==> config.mk <==
export PLATFORM = sky130hd
export DESIGN_NAME = pipe_stage_reg
export DESIGN_NICKNAME = d
export VERILOG_FILES = /design/src/rtl/pipe_pkg.sv /design/src/rtl/pipe_slot.sv /design/src/rtl/pipe_stage_reg.sv
export SDC_FILE = /design/constraint.sdc
export NUM_CORES = 1
export LEC_CHECK = 0
export CAP_MARGIN = 40
export CORE_MARGIN = 2
export CORE_UTILIZATION = 37
export DETAILED_ROUTE_END_ITERATION = 7
export HOLD_SLACK_MARGIN = 0.12
export PLACE_DENSITY = 0.8
export SETUP_SLACK_MARGIN = 0.2
export SLEW_MARGIN = 20
export SYNTH_ARGS = -nofsm -noshare
export SYNTH_HDL_FRONTEND = slang
export SYNTH_SLANG_ARGS = --single-unit
==> constraint.sdc <==
create_clock -name i_clk -period 2.75 [get_ports i_clk]
set_clock_uncertainty 0.15 [all_clocks]
set_input_delay 0.55 -clock i_clk [delete_from_list [all_inputs] [get_ports i_clk]]
set_output_delay 0.55 -clock i_clk [all_outputs]
set_load 0.02 [all_outputs]
==> src/rtl/pipe_pkg.sv <==
// Shared types for the generic pipeline stage register.
// Stage priority on every edge is reset > stall > flush > normal.
package pipe_pkg;

  typedef logic [1:0] occ_t;

  typedef enum logic [1:0] {
    PRI_RESET  = 2'd0,
    PRI_STALL  = 2'd1,
    PRI_FLUSH  = 2'd2,
    PRI_NORMAL = 2'd3
  } pri_e;

  // Reset/flush values; payload and control vectors are zeroed with '0
  localparam logic VALID_ZERO = 1'b0;
  localparam occ_t OCC_EMPTY  = 2'd0;

  // Resolve the control inputs to the single action taken this edge
  function automatic pri_e stage_pri(input logic rst, input logic stall,
                                     input logic flush);
    if (rst)        return PRI_RESET;
    else if (stall) return PRI_STALL;
    else if (flush) return PRI_FLUSH;
    else            return PRI_NORMAL;
  endfunction

endpackage

==> src/rtl/pipe_slot.sv <==
// One storage entry (valid, payload, control) of the stage register.
// clr zeroes the entry, ld captures a new beat, inv only drops valid.
module pipe_slot
  import pipe_pkg::*;
#(
  parameter int DATA_W = 96,
  parameter int CTRL_W = 8
) (
  input  logic              clk_i,
  input  logic              rst_i,
  input  logic              clr_i,
  input  logic              ld_i,
  input  logic              inv_i,
  input  logic [DATA_W-1:0] data_i,
  input  logic [CTRL_W-1:0] ctrl_i,
  output logic              valid_o,
  output logic [DATA_W-1:0] data_o,
  output logic [CTRL_W-1:0] ctrl_o
);

  logic              valid_q, valid_d;
  logic [DATA_W-1:0] data_q,  data_d;
  logic [CTRL_W-1:0] ctrl_q,  ctrl_d;

  // Next entry contents: clear beats load, load beats invalidate
  always_comb begin
    valid_d = valid_q;
    data_d  = data_q;
    ctrl_d  = ctrl_q;
    if (clr_i) begin
      valid_d = VALID_ZERO;
      data_d  = '0;
      ctrl_d  = '0;
    end else if (ld_i) begin
      valid_d = 1'b1;
      data_d  = data_i;
      ctrl_d  = ctrl_i;
    end else if (inv_i) begin
      valid_d = VALID_ZERO;
    end
  end

  // Entry register with synchronous reset to the zero beat
  always_ff @(posedge clk_i) begin
    if (rst_i) begin
      valid_q <= VALID_ZERO;
      data_q  <= '0;
      ctrl_q  <= '0;
    end else begin
      valid_q <= valid_d;
      data_q  <= data_d;
      ctrl_q  <= ctrl_d;
    end
  end

  assign valid_o = valid_q;
  assign data_o  = data_q;
  assign ctrl_o  = ctrl_q;

endmodule

==> src/rtl/pipe_stage_reg.sv <==
// Generic valid/ready pipeline stage register with stall and flush.
// Define PIPE_STAGE_SKID_EN for a 2-entry skid buffer with a ready that
// comes from registers only; otherwise a single entry whose ready passes
// i_ready through combinationally.
module pipe_stage_reg
  import pipe_pkg::*;
#(
  parameter int DATA_W = 96,
  parameter int CTRL_W = 8
) (
  input  logic              i_clk,
  input  logic              i_rst,
  input  logic              i_valid,
  output logic              o_ready,
  input  logic [DATA_W-1:0] i_data,
  input  logic [CTRL_W-1:0] i_ctrl,
  output logic              o_valid,
  input  logic              i_ready,
  output logic [DATA_W-1:0] o_data,
  output logic [CTRL_W-1:0] o_ctrl,
  input  logic              i_stall,
  input  logic              i_flush,
  output occ_t              o_occupancy
);

  pri_e              pri;
  logic              norm, clr;
  logic              in_fire, out_fire;
  logic              main_v, main_ld, main_inv;
  logic [DATA_W-1:0] main_data, main_ld_data;
  logic [CTRL_W-1:0] main_ctrl, main_ld_ctrl;

  assign pri  = stage_pri(i_rst, i_stall, i_flush);
  assign norm = (pri == PRI_NORMAL);
  assign clr  = (pri == PRI_FLUSH);

  // Stall and reset mask the handshake on both sides
  assign o_valid  = main_v & ~i_rst & ~i_stall;
  assign in_fire  = i_valid & o_ready;
  assign out_fire = o_valid & i_ready;
  assign o_data   = main_data;
  assign o_ctrl   = main_ctrl;

  pipe_slot #(.DATA_W(DATA_W), .CTRL_W(CTRL_W)) u_main (
    .clk_i(i_clk), .rst_i(i_rst), .clr_i(clr), .ld_i(main_ld), .inv_i(main_inv),
    .data_i(main_ld_data), .ctrl_i(main_ld_ctrl),
    .valid_o(main_v), .data_o(main_data), .ctrl_o(main_ctrl)
  );

`ifdef PIPE_STAGE_SKID_EN
  logic              skid_v, skid_ld, skid_inv;
  logic [DATA_W-1:0] skid_data;
  logic [CTRL_W-1:0] skid_ctrl;

  assign o_ready = ~i_rst & ~i_stall & ~skid_v;

  // Move beats between upstream, skid and main keeping FIFO order
  always_comb begin
    main_ld      = 1'b0;
    main_inv     = 1'b0;
    skid_ld      = 1'b0;
    skid_inv     = 1'b0;
    main_ld_data = i_data;
    main_ld_ctrl = i_ctrl;
    if (norm) begin
      if (out_fire) begin
        if (skid_v) begin
          main_ld      = 1'b1;
          main_ld_data = skid_data;
          main_ld_ctrl = skid_ctrl;
          skid_inv     = 1'b1;
        end else if (in_fire) begin
          main_ld = 1'b1;
        end else begin
          main_inv = 1'b1;
        end
      end else if (in_fire) begin
        if (main_v) skid_ld = 1'b1;
        else        main_ld = 1'b1;
      end
    end
  end

  pipe_slot #(.DATA_W(DATA_W), .CTRL_W(CTRL_W)) u_skid (
    .clk_i(i_clk), .rst_i(i_rst), .clr_i(clr), .ld_i(skid_ld), .inv_i(skid_inv),
    .data_i(i_data), .ctrl_i(i_ctrl),
    .valid_o(skid_v), .data_o(skid_data), .ctrl_o(skid_ctrl)
  );

  assign o_occupancy = {1'b0, main_v} + {1'b0, skid_v};
`else
  // A full entry can still accept when downstream drains it this cycle
  assign o_ready = ~i_rst & ~i_stall & (~main_v | i_ready);

  // Single entry: load on accept, empty when drained with nothing behind
  always_comb begin
    main_ld      = norm & in_fire;
    main_inv     = norm & out_fire & ~in_fire;
    main_ld_data = i_data;
    main_ld_ctrl = i_ctrl;
  end

  assign o_occupancy = {1'b0, main_v};
`endif

endmodule

==> run_summary.xml <==
<?xml version="1.0" encoding="UTF-8"?>
<metrics>
  <group name="cts">
    <metric name="deepest_clock_path_buffer_count" unit="">2</metric>
    <metric name="clock_tree_from_tritoncts" unit="">built</metric>
    <metric name="clock_root_buffer_master" unit="">sky130_fd_sc_hd__clkbuf_8</metric>
    <metric name="clkSlewWorstSetupHoldPaths" unit="ns">0.09</metric>
    <metric name="clock_sink_count" unit="">105</metric>
    <metric name="tritoncts.num_buffers" unit="">9</metric>
    <metric name="worst_skew_pair.late_latency" unit="ns">0.35</metric>
    <metric name="cts.htree.levels" unit="">3</metric>
  </group>
  <group name="logic_synthesis">
    <metric name="ys_top_cells_by_area" unit="">sky130_fd_sc_hd__dfxtp_1 (59%), sky130_fd_sc_hd__o221a_1 (19%), sky130_fd_sc_hd__o221a_2 (14%), sky130_fd_sc_hd__buf_6 (2.2%), sky130_fd_sc_hd__clkbuf_1 (2.0%)</metric>
    <metric name="syn-instance-count" unit="">260</metric>
    <metric name="synth_warnings" unit="">0</metric>
    <metric name="synth_flop_cell" unit="">sky130_fd_sc_hd__dfxtp_1</metric>
    <metric name="synth.ff_latch_count" unit="">105</metric>
    <metric name="synth_top_cell_area_share" unit="">0.592</metric>
    <metric name="synth.yosys.seq_area_share" unit="">0.592</metric>
    <metric name="syn_avg_cell_area" unit="um2">13.7</metric>
    <metric name="proportion_of_register_bits_with_asynchronous_set_or_reset_after_synthesis" unit="">0</metric>
    <metric name="number_of_enable_type_register_cells_in_the_synthesized_netlist" unit="">0</metric>
    <metric name="synth.largest_area_cell" unit="">sky130_fd_sc_hd__dfxtp_1</metric>
    <metric name="synth.cell_area" unit="um2">3550</metric>
    <metric name="synthMostInstantiatedCell" unit="">sky130_fd_sc_hd__dfxtp_1</metric>
    <metric name="synth_cell_types" unit="">17</metric>
    <metric name="syn-num-nets" unit="">370</metric>
    <metric name="synth_common_cells" unit="">sky130_fd_sc_hd__dfxtp_1 (105), sky130_fd_sc_hd__o221a_1 (60), sky130_fd_sc_hd__o221a_2 (44), sky130_fd_sc_hd__clkbuf_1 (19), sky130_fd_sc_hd__buf_2 (8)</metric>
  </group>
  <group name="grt">
    <metric name="global_route.usage.total" unit="">0.200</metric>
    <metric name="antenna_found_initial" unit="">0</metric>
    <metric name="grt_pass1_wl" unit="mm">16.2</metric>
    <metric name="grt_start_max_net_pins" unit="">61</metric>
    <metric name="grt.overflow.total" unit="">0</metric>
    <metric name="grt_pass1_vias" unit="">3128</metric>
  </group>
  <group name="worst_setup_path">
    <metric name="critical_path_source" unit="">i_rst</metric>
    <metric name="rrSetupSlack" unit="ns">1.02</metric>
    <metric name="setup.worst_path.start_class" unit="">primary input</metric>
    <metric name="critical_path.endpoint_type" unit="">primary output</metric>
    <metric name="path_class" unit="">in2out</metric>
    <metric name="path_max_fanout" unit="">3</metric>
    <metric name="timing.reg2reg.worst_path_depth" unit="">4</metric>
    <metric name="worstPathArrival" unit="ns">1.70</metric>
    <metric name="regToRegEndpoint" unit="">u_main.data_o[29]$_SDFFE_PP0P_</metric>
    <metric name="timing.rr.start" unit="">u_main.valid_o$_SDFFE_PP0P_</metric>
    <metric name="required" unit="ns">2.05</metric>
  </group>
  <group name="placed_design">
    <metric name="finalWeightedCongestion" unit="">0.774</metric>
    <metric name="port_buffers" unit="">216</metric>
    <metric name="hpwlAfterDp" unit="mm">7.58</metric>
    <metric name="pre_cts_ws" unit="ns">0.0587</metric>
  </group>
  <group name="power">
    <metric name="power_density" unit="nW/um2">506</metric>
    <metric name="leakagePower" unit="nW">2.14</metric>
    <metric name="p_clk_frac" unit="">0.301</metric>
    <metric name="ir_worst_vdd" unit="mV">0.290</metric>
    <metric name="power.sequential.fraction" unit="">0.531</metric>
    <metric name="switching_pwr" unit="W">0.000741</metric>
    <metric name="comb_power_share" unit="">0.168</metric>
    <metric name="cellInternalPower" unit="W">0.00230</metric>
    <metric name="switching_share" unit="">0.244</metric>
    <metric name="design_power_total" unit="W">0.00304</metric>
  </group>
  <group name="sta">
    <metric name="min_period" unit="ns">2.40</metric>
    <metric name="setup_violations" unit="">0</metric>
    <metric name="final.setup.worst_slack" unit="ns">0.351</metric>
    <metric name="fmax" unit="MHz">417</metric>
    <metric name="tns" unit="ns">0</metric>
    <metric name="slew_viol_final" unit="">0</metric>
    <metric name="final.period_utilization" unit="">0.872</metric>
    <metric name="unrepaired_setup_endpoints_after_global_routing" unit="">no</metric>
    <metric name="timing.final.hold_violations" unit="">0</metric>
  </group>
  <group name="die">
    <metric name="design.die.area" unit="um2">10400</metric>
    <metric name="die_height" unit="um">102</metric>
    <metric name="floorplan.initialDensity" unit="">0.382</metric>
    <metric name="io-pin-count" unit="">218</metric>
    <metric name="die_w" unit="um">102</metric>
    <metric name="coreArea" unit="um2">9280</metric>
    <metric name="std_cell_rows" unit="">35</metric>
  </group>
  <group name="job">
    <metric name="cap_violations" unit="">0</metric>
  </group>
  <group name="outcome">
    <metric name="result_of_the_run" unit="">finished clean</metric>
  </group>
  <group name="cells_and_area">
    <metric name="utilization" unit="">0.646</metric>
    <metric name="layout-area-overhead-vs-synth" unit="%">69.0</metric>
    <metric name="fraction_of_layout_instances_using_a_drive_strength_above_1" unit="">0.151</metric>
    <metric name="layout.nets" unit="">570</metric>
    <metric name="count_of_antenna_diodes_in_the_layout" unit="">0</metric>
    <metric name="layout.filler_cells" unit="">733</metric>
  </group>
  <group name="routing">
    <metric name="drt-vias-per-instance" unit="">5.27</metric>
    <metric name="route.detailed.drc" unit="">0</metric>
    <metric name="detailedRoute.firstIterationViolations" unit="">154</metric>
    <metric name="drtAntennaViolNets" unit="">0</metric>
    <metric name="number_of_vias_after_detailed_routing" unit="">3127</metric>
    <metric name="wire_per_inst" unit="um">18.2</metric>
    <metric name="detailedRoute.firstPassIterationCount" unit="">4</metric>
    <metric name="detail_route.wirelength" unit="mm">10.8</metric>
  </group>
  <group name="min_path">
    <metric name="min_to" unit="">u_main.valid_o$_SDFFE_PP0P_</metric>
    <metric name="holdCritPathClass" unit="">reg2reg</metric>
    <metric name="hold_path_startpoint" unit="">u_main.valid_o$_SDFFE_PP0P_</metric>
    <metric name="whs_path_depth" unit="">2</metric>
  </group>
</metrics>
[cell usage in the layout (no fill, tap or decap)]
cell,n
sky130_fd_sc_hd__a21oi_1,1
sky130_fd_sc_hd__a21oi_4,1
sky130_fd_sc_hd__buf_12,5
sky130_fd_sc_hd__buf_4,4
sky130_fd_sc_hd__bufinv_16,1
sky130_fd_sc_hd__clkbuf_1,1
sky130_fd_sc_hd__clkbuf_8,9
sky130_fd_sc_hd__clkdlybuf4s50_1,214
sky130_fd_sc_hd__clkinv_2,1
sky130_fd_sc_hd__clkinvlp_4,3
sky130_fd_sc_hd__conb_1,1
sky130_fd_sc_hd__dfxtp_1,105
sky130_fd_sc_hd__dlygate4sd2_1,2
sky130_fd_sc_hd__inv_1,3
sky130_fd_sc_hd__nor2_1,3
sky130_fd_sc_hd__nor2b_1,1
sky130_fd_sc_hd__nor3_2,1
sky130_fd_sc_hd__o21ai_0,1
sky130_fd_sc_hd__o221a_1,60
sky130_fd_sc_hd__o221a_2,44
sky130_fd_sc_hd__or2_1,1
sky130_fd_sc_hd__or3_1,1
sky130_fd_sc_hd__or4_4,1
[kinds of logic (layout without fill, tap and decap cells)]
family,after synthesis,count (layout),synth area share
simple gates,8,8,0.0120
buf+inv,39,243,0.0610
compound gates,107,107,0.334
other cells,1,1,0.00106
flops,105,105,0.592
[per-stage QoR]
step / std cells / hold slack (ns) / area [um2]
detailed placement: 578 / 0.350 / 5820
global placement: 578 / 0.347 / 5820
global route: 593 / 0.405 / 6000
floorplan: 260 / 0.315 / 3550
CTS: 593 / 0.369 / 6000
finish: 593 / 0.365 / 6000
[final cells by class]
cell class / instances / area, um2 / area share
flip-flops and latches: 105 / 2100 / 0.350
clock buffers: 10 / 128 / 0.0213
clock inverters: 5 / 57.6 / 0.00959
inverters: 3 / 11.3 / 0.00188
multi-input cells: 116 / 1250 / 0.209
repair buffers: 225 / 2290 / 0.381
well taps: 129 / 161 / 0.0269
[registers in the layout, indices dropped and copies added (netlist names)]
register	cells
u_main.data_o	96
u_main.ctrl_o	8
u_main.valid_o	1
[metal layers]
layer / global-route usage / routed length [um] / up-vias
met1: 0.232 / 4240 / 1487
met5: 0 / 0 / -
met3: 0.0855 / 1220 / 17
met2: 0.329 / 5160 / 156
met4: 0.0728 / 176 / 0
li1: - / - / 1467
[critical path: stages]
cell	delay (ns)
sky130_fd_sc_hd__clkdlybuf4s50_1	0.43
sky130_fd_sc_hd__or2_1	0.27
sky130_fd_sc_hd__nor2_1	0.11
sky130_fd_sc_hd__dlygate4sd2_1	0.34
[power by group through the flow]
stage	Sequential (W)	Combinational, W	Clock (W)
after floorplan	0.00172	0.000127	0
after global placement	0.00165	0.000504	0
after detailed placement	0.00165	0.000512	0
after CTS	0.00161	0.000514	0.000952
after global routing	0.00162	0.000540	0.00102
final	0.00161	0.000512	0.000915
[worst max path at each step]
stage	to	cells after the start
4_1_cts	o_ready	4
6_report	o_ready	4
3_3_place_gp	o_ready	4
5_1_grt	o_ready	4
3_5_place_dp	u_main.data_o[86]$_SDFFE_PP0P_	6
2_1_floorplan	u_main.data_o[14]$_SDFFE_PP0P_	6
[repair_timing]
item,CTS,global route
setup endpoints to repair,2,0
hold buffers,0,0
resized for setup,2,0
setup buffers,0,0
(Power assumes the default switching activity.)
